===== src/rtl/led_effects_driver.sv =====
// led_effects_driver: per-LED blink and global PWM conditioning of the LED PIO word, with an Avalon-MM control slave.
module led_effects_driver #(
  parameter int WIDTH    = 19,
  parameter int PRESCALE = 50000
) (
  input  logic             clk,
  input  logic             reset,
  input  logic [1:0]       address,
  input  logic             chipselect,
  input  logic             write_n,
  input  logic [31:0]      writedata,
  output logic [31:0]      readdata,
  input  logic [WIDTH-1:0] led_in,
  output logic [WIDTH-1:0] led_out
);
  localparam int PW = (PRESCALE > 2) ? $clog2(PRESCALE) : 1;
  logic [PW-1:0]    presc_q, presc_d;
  logic [WIDTH-1:0] mask_q, mask_d, led_q, led_d;
  logic [7:0]       duty_q, duty_d, pwm_q, pwm_d;
  logic [15:0]      half_q, half_d, cnt_q, cnt_d, half_m1;
  logic             phase_q, phase_d, tick, wr, pwm_on, resync, half_wr;
  assign wr      = chipselect & ~write_n;
  assign tick    = presc_q == PW'(PRESCALE - 1);
  assign half_wr = wr && address == 2'd2;
  assign resync  = wr && address == 2'd3 && writedata[0];
  // a half-period of 0 behaves like 1, so the terminal count is 0 in both cases
  assign half_m1 = (half_q == 16'd0) ? 16'd0 : half_q - 16'd1;
  assign pwm_on  = (duty_q == 8'hFF) | (pwm_q < duty_q);
  assign led_out = led_q;
  assign readdata = (address == 2'd0) ? 32'(mask_q) :
                    (address == 2'd1) ? {24'd0, duty_q} :
                    (address == 2'd2) ? {16'd0, half_q} : {31'd0, phase_q};
  always_comb begin
    presc_d = tick ? '0 : presc_q + PW'(1);
    pwm_d   = pwm_q + 8'd1;
    mask_d  = (wr && address == 2'd0) ? writedata[WIDTH-1:0] : mask_q;
    duty_d  = (wr && address == 2'd1) ? writedata[7:0] : duty_q;
    half_d  = half_wr ? writedata[15:0] : half_q;
    cnt_d   = cnt_q;
    phase_d = phase_q;
    if (half_wr || resync) begin
      cnt_d   = 16'd0;
      phase_d = resync ? 1'b1 : phase_q;
    end else if (tick) begin
      cnt_d   = (cnt_q == half_m1) ? 16'd0 : cnt_q + 16'd1;
      phase_d = (cnt_q == half_m1) ? ~phase_q : phase_q;
    end
    led_d = led_in & {WIDTH{pwm_on}} & (~mask_q | {WIDTH{phase_q}});
  end
  always_ff @(posedge clk) begin
    if (reset) begin
      presc_q <= '0;
      pwm_q   <= 8'd0;
      mask_q  <= '0;
      duty_q  <= 8'hFF;
      half_q  <= 16'd250;
      cnt_q   <= 16'd0;
      phase_q <= 1'b1;
      led_q   <= '0;
    end else begin
      presc_q <= presc_d;
      pwm_q   <= pwm_d;
      mask_q  <= mask_d;
      duty_q  <= duty_d;
      half_q  <= half_d;
      cnt_q   <= cnt_d;
      phase_q <= phase_d;
      led_q   <= led_d;
    end
  end
endmodule


===== config.mk =====
export PLATFORM = sky130hd
export DESIGN_NAME = led_effects_driver
export DESIGN_NICKNAME = d
export VERILOG_FILES = /design/src/rtl/led_effects_driver.sv
export SDC_FILE = /design/constraint.sdc
export NUM_CORES = 1
export LEC_CHECK = 0
export BUFFER_PORTS_ARGS = -buffer_cell sky130_fd_sc_hd__buf_4
export CAP_MARGIN = 20
export CORE_ASPECT_RATIO = 1.75
export CORE_MARGIN = 2
export CORE_UTILIZATION = 30
export CTS_CLUSTER_DIAMETER = 50
export DETAILED_ROUTE_END_ITERATION = 10
export GPL_TIMING_DRIVEN = 0
export HOLD_SLACK_MARGIN = 0.12
export SLEW_MARGIN = 5
export SYNTH_ARGS = -nofsm -noshare
export SYNTH_HDL_FRONTEND = slang
export SYNTH_SLANG_ARGS = --single-unit

===== constraint.sdc =====
create_clock -name clk -period 3.4 [get_ports clk]
set_input_delay 0.34 -clock clk [delete_from_list [all_inputs] [get_ports clk]]
set_output_delay 0.34 -clock clk [all_outputs]
set_load 0.02 [all_outputs]

==> impl_metrics.env, run 1 <==
export IMPL_worst_slack_ns=0.106
export IMPL_required_ns=3.69
export IMPL_overflow=0
export IMPL_slew_violations=0
export IMPL_rsz0062_at_grt="yes"
export IMPL_num_vias=5137
export IMPL_viasPerCell=4.99
export IMPL_cts_tree="done"
export IMPL_finalCritPeriodShare_pct=96.9
export IMPL_finClkSkew_ns=0.00786
export IMPL_end_kind="flip-flop"
export IMPL_avgRoutedWirePerCell_microns=16.3
export IMPL_dr_wl_met3_microns=484
export IMPL_synth_top_area_share_pct=37.5
export IMPL_totalPowerFinal_mw=2.62
export IMPL_area_delta_synth_final_pct=24.1
export IMPL_yosysTopAreaCell="dfxtp_1"
export IMPL_nets=858
export IMPL_setup_viol=0
export IMPL_async_flop_share_pct=0
export IMPL_vdd_drop_max_uv=263
export IMPL_startpoint="half_q[7]"
export IMPL_htreeDepth=3
export IMPL_setup_worst_path_start_class="flip-flop"
export IMPL_pin_count=108
export IMPL_synthTopCellsByArea="dfxtp_1, nand2_1, nor2_1, xor2_1, a21oi_1"
export IMPL_worstSetupPathType="reg2reg"
export IMPL_p_leak_nw=2.77
export IMPL_yosysSeqAreaShare_pct=37.5
export IMPL_ys_types=61
export IMPL_status="complete, no violations"
export IMPL_rows=65
export IMPL_antenna_found_initial=0
export IMPL_reg2reg_from="half_q[7]"
export IMPL_drive_above_1_share_pct=17.9
export IMPL_clk_path_buf_depth=2
export IMPL_grt_use_total_pct=17.3
export IMPL_wl_met1_microns=5910
export IMPL_cts_sinks=103
export IMPL_core_sq_um=18000
export IMPL_initial_core_util_pct=30.6
export IMPL_grt_pass1_vias=5043
export IMPL_grt_pass1_wl_microns=26000
export IMPL_synth_cells=684
export IMPL_crit_arrival_ns=3.58
export IMPL_place_ws_ns=-0.742
export IMPL_yosysWarnings=0
export IMPL_place_gp_congestion=0.885
export IMPL_timing_max_cap_violations=0
export IMPL_clk_latency_ns=0.35
export IMPL_diodes=0
export IMPL_post_route_util_pct=37.9
export IMPL_whs_ns=0.216
export IMPL_hold_path_class="in2reg"
export IMPL_clock_fmax_mhz=304
export IMPL_dp_hpwl_microns=13100
export IMPL_top_layer_used="met4"
export IMPL_die_area_sq_um=19500
export IMPL_slew_headroom_pct=32.0
export IMPL_min_delay_start="led_in[14]"
export IMPL_grt_max_degree=20
export IMPL_cts_root_buf="clkbuf_16"
export IMPL_syn_area_sq_um=5490
export IMPL_io_buffers=81
export IMPL_wl_met2_microns=9640
export IMPL_first_iter_violations=235
export IMPL_drc=0
export IMPL_die_h_microns=183
export IMPL_synth_area_per_cell_sq_um=8.03
export IMPL_cts_buffers=9
export IMPL_dieWidth_microns=106
export IMPL_fin_crit_ns=3.29
export IMPL_worstMarginPinSlew_ns=1.01
export IMPL_synth_flop_cell="dfxtp_1"
export IMPL_first_pass_iters=4
export IMPL_fill_cells=1876
export IMPL_final_cell_area_sq_um=6820
export IMPL_path_max_fanout=8
export IMPL_place_area_sq_um=6450
export IMPL_postRouteAntennaNets=0
export IMPL_synth_edf_count=0
export IMPL_ctsHoldBuffers=0
export IMPL_routed_wl_microns=16800
export IMPL_ys_ff_latch=103
export IMPL_hold_viol=0
export IMPL_power_density_nw_per_um2=384
export IMPL_clk_pin_slew_worst_paths_ns=0.08
## flip-flops by register name, summed over array words and instances, names as in the netlist
register,count
presc_q,16
half_q,16
phase_q,1
mask_q,19
led_out,19
pwm_q,8
duty_q,8
cnt_q,16
## worst max-delay path, stage by stage (launching register included)
cell	delay (ns)
dfxtp_1	0.37
or4_4	0.55
buf_6	0.15
or4_4	0.55
or4_4	0.52
mux2i_4	0.22
and4_1	0.21
nand4_1	0.20
o311a_1	0.36
nor2_1	0.10
## layout make-up
type                    instances  area [sq um]  share of cell area [%]
plain buffers                  55           272                    3.98
clock buffers                   9           225                    3.30
clock inverters                 7          63.8                   0.936
inverters                      36           135                    1.98
multi-input cells             500          3130                    45.9
flip-flops and latches        103          2060                    30.3
well taps                     234           293                    4.29
repair buffers                 85           638                    9.36
## cells in the mapped netlist (10+ instances only)
| master | n |
|---|---|
| clkbuf_1 | 37 |
| buf_4 | 14 |
| o21ai_0 | 13 |
| inv_1 | 36 |
| nor3_1 | 25 |
| nand4_1 | 15 |
| ha_1 | 11 |
| dfxtp_1 | 103 |
| xor2_1 | 27 |
| nand2_1 | 98 |
| a21oi_1 | 43 |
| mux2i_1 | 18 |
| nor2_1 | 66 |
| and2_1 | 10 |
| xnor2_1 | 20 |
| a221oi_1 | 19 |
| nand3_1 | 16 |
## cell usage in the layout, fill, tap and decap left out, drive strengths merged, types with 6 or more instances in the layout
master  Yosys  layout
nor4        7       7
dfxtp     103     103
xor2       27      27
a211o       9       9
mux2i      18      18
a21oi      43      43
nand3      16      16
nand2b      6       6
a221oi     19      19
nand4      15      15
or4         8       8
nor2       66      66
nor3       25      25
ha         11      11
and2       10      10
buf        20     105
or2         7       7
o21ai      17      17
conb        1      13
inv        36      40
xnor2      20      20
nand3b      7       7
clkbuf     37      44
nand2      98      98
## worst paths after layout
| check | end | slack [ns] | depth (start not counted) |
|---|---|---|---|
| max | phase_q | 0.11 | 9 |
| min | led_out[14] | 0.22 | 3 |
| max reg2reg | phase_q | 0.11 | 9 |
| min reg2reg | presc_q[0] | 0.47 | 1 |
## report_power, final
part,internal (mW),total [mW],switching [mW]
combinational,0.140,0.335,0.195
clock,0.513,1.02,0.504
sequential,1.24,1.27,0.0260
total,1.90,2.62,0.725
## per-stage QoR
| step | setup TNS, ns | instances |
|---|---|---|
| finish | 0 | 1029 |
| global route | -0.0101 | 1029 |
| CTS | 0 | 1030 |
| detailed placement | -10.78 | 1012 |
| global placement | -14.47 | 1011 |
| floorplan | 0 | 696 |
## logic make-up after synthesis
logic type	Yosys count	synth area share, %
simple gates	289	26.1
compound gates	118	14.3
mux	21	4.10
xor+xnor	48	7.93
other cells	1	0.0683
fa+ha+maj	11	2.51
buf+inv	93	7.45
flops	103	37.5
## repair_timing
| item | in CTS | in global routing |
|---|---|---|
| pin swaps | 2 | 1 |
| endpoints found under the setup margin | 17 | 17 |
| hold endpoints to repair | 0 | 0 |
| gates resized for setup | 6 | 9 |
| setup buffers | 3 | 0 |
## routing by layer
metal	global-route usage, %	vias to the layer above
met5	0	-
met4	8.89	0
met3	2.74	40
met2	34.5	119
met1	16.5	2427
li1	-	2551
No activity file was read; power rests on OpenSTA's default activity.
==> inputs of run 2 (changes only) <==
Settings changed: PLACE_DENSITY set to 0.55.
==> run 2 against run 1 <==
Against the previous run:
- cell area hardly changed
- power is 1.8% higher
- largest power group unchanged
- highest routed layer unchanged
- combinational power hardly changed
- critical endpoint unchanged
- critical path depth stayed put
- global-route usage is 0.85 points higher
- register-to-register slack worse by 0.02 ns
- core utilization hardly changed
- first-iteration DRC count is 6.4% lower
==> impl_metrics.env, run 2 (synthesized netlist as in run 1, its figures left out) <==
export IMPL_clock_fmax_mhz=302
export IMPL_setup_worst_path_start_class="flip-flop"
export IMPL_slew_violations=0
export IMPL_drc=0
export IMPL_io_buffers=81
export IMPL_cts_root_buf="clkbuf_16"
export IMPL_layout_common_cells="dfxtp_1, nand2_1, buf_4"
export IMPL_die_area_sq_um=19500
export IMPL_fin_crit_ns=3.31
export IMPL_drive_above_1_share_pct=17.6
export IMPL_clk_latency_ns=0.36
export IMPL_grt_use_total_pct=18.1
export IMPL_cts_buffers=9
export IMPL_crit_top_cell="or4_4"
export IMPL_final_cell_area_sq_um=6820
export IMPL_setup_viol=0
export IMPL_required_ns=3.69
export IMPL_core_sq_um=18000
export IMPL_htreeDepth=3
export IMPL_overflow=0
export IMPL_cts_tree="done"
export IMPL_path_max_fanout=8
export IMPL_finClkSkew_ns=0.00850
export IMPL_place_area_sq_um=6450
export IMPL_finalNonFillerCells=1028
export IMPL_r2r_slack_ns=0.09
export IMPL_pin_count=108
export IMPL_crit_path_cell_trace="or4_4 > buf_6 > or4_4 > or4_4 > mux2i_4 > and4_1 > nand4_1 > o311a_1 > nor2_1"
export IMPL_clk_path_buf_depth=2
export IMPL_mostFrequentLayoutCell="dfxtp_1"
export IMPL_use_met3_pct=2.17
export IMPL_diodes=0
export IMPL_p_leak_nw=2.78
export IMPL_worstSetupPathType="reg2reg"
export IMPL_first_pass_iters=4
export IMPL_power_density_nw_per_um2=391
export IMPL_grt_pass1_wl_microns=27100
export IMPL_grt_pass1_vias=5042
export IMPL_cp_slowest_cell="or4_4"
export IMPL_hold_path_class="in2reg"
export IMPL_finalCritPeriodShare_pct=97.5
export IMPL_nets=857
export IMPL_status="complete, no violations"
export IMPL_end_kind="flip-flop"
export IMPL_viasPerCell=4.96
export IMPL_die_h_microns=183
export IMPL_routed_wl_microns=17200
export IMPL_first_iter_violations=220
export IMPL_grt_max_degree=20
export IMPL_dieWidth_microns=106
export IMPL_dp_cells=1012
export IMPL_place_gp_congestion=0.906
export IMPL_vdd_drop_max_uv=211
export IMPL_met2_usage_pct=36.2
export IMPL_slowest_delay_ns=0.55
export IMPL_grt_busiest_layer="met2"
export IMPL_worstMarginPinSlew_ns=0.942
export IMPL_antenna_found_initial=0
export IMPL_clk_pin_slew_worst_paths_ns=0.08
export IMPL_timing_max_cap_violations=0
export IMPL_crit_arrival_ns=3.60
export IMPL_hold_viol=0
export IMPL_initial_core_util_pct=30.6
export IMPL_num_vias=5097
export IMPL_dp_hpwl_microns=13400
export IMPL_postRouteAntennaNets=0
export IMPL_slew_headroom_pct=36.8
export IMPL_rows=65
export IMPL_area_delta_synth_final_pct=24.2
export IMPL_cts_sinks=103
export IMPL_avgRoutedWirePerCell_microns=16.7
export IMPL_whs_ns=0.206
export IMPL_gr_usage_met1_pct=17.8
==> run 2: repair_timing <==
item | CTS | global route
setup buffers | 2 | 0
endpoints found under the setup margin | 17 | 17
gates resized for setup | 7 | 7
pin swaps | 2 | 2
hold buffers | 0 | 0
==> run 2: worst max-delay path, delay by kind of cell (launching register included) <==
kind	cells	cell delay (ns)
and+or+nand+nor	6	2.12
AOI/OAI and AO/OA	1	0.39
muxes	1	0.22
buffers and inverters	1	0.16
DFF	1	0.36
==> run 2: final cells by class <==
cell class	count	area, sq um
Fill cell	1898	11200
Clock inverter	6	57.6
Inverter	36	135
Buffer	55	272
Clock buffer	10	239
Sequential cell	103	2060
Multi-Input combinational cell	500	3130
Timing Repair Buffer	84	631
Tap cell	234	293
==> run 2: routing by layer <==
layer / wire, microns / up-vias
li1: - / 2560
met1: 6110 / 2401
met2: 9910 / 99
met3: 471 / 37
met4: 725 / 0
met5: 0 / -
==> run 2: worst paths after layout <==
check                           startpoint         end  cells after the start
worst min-delay path             led_in[3]  led_out[3]                      3
worst max-delay path             half_q[7]     phase_q                      9
worst min register to register    pwm_q[0]    pwm_q[0]                      1
worst max register to register   half_q[7]     phase_q                      9
==> run 2: through the flow <==
stage | power (mW) | util, % | setup WS [ns] | setup TNS (ns)
finish | 2.67 | 38.0 | 0.0855 | 0
global route | 2.77 | 38.0 | -0.00296 | -0.00296
detailed placement | 1.63 | 35.9 | -0.822 | -12.02
floorplan | 1.48 | - | 0.336 | 0
global placement | 1.63 | 35.8 | -0.853 | -17.85
CTS | 2.69 | 37.7 | 0.00328 | 0
==> run 2: report_power, final <==
group          switching, mW  total, mW  internal [mW]
logic                  0.195      0.335          0.141
registers             0.0258       1.27           1.24
clock network          0.525       1.06          0.538
total                  0.746       2.67           1.92
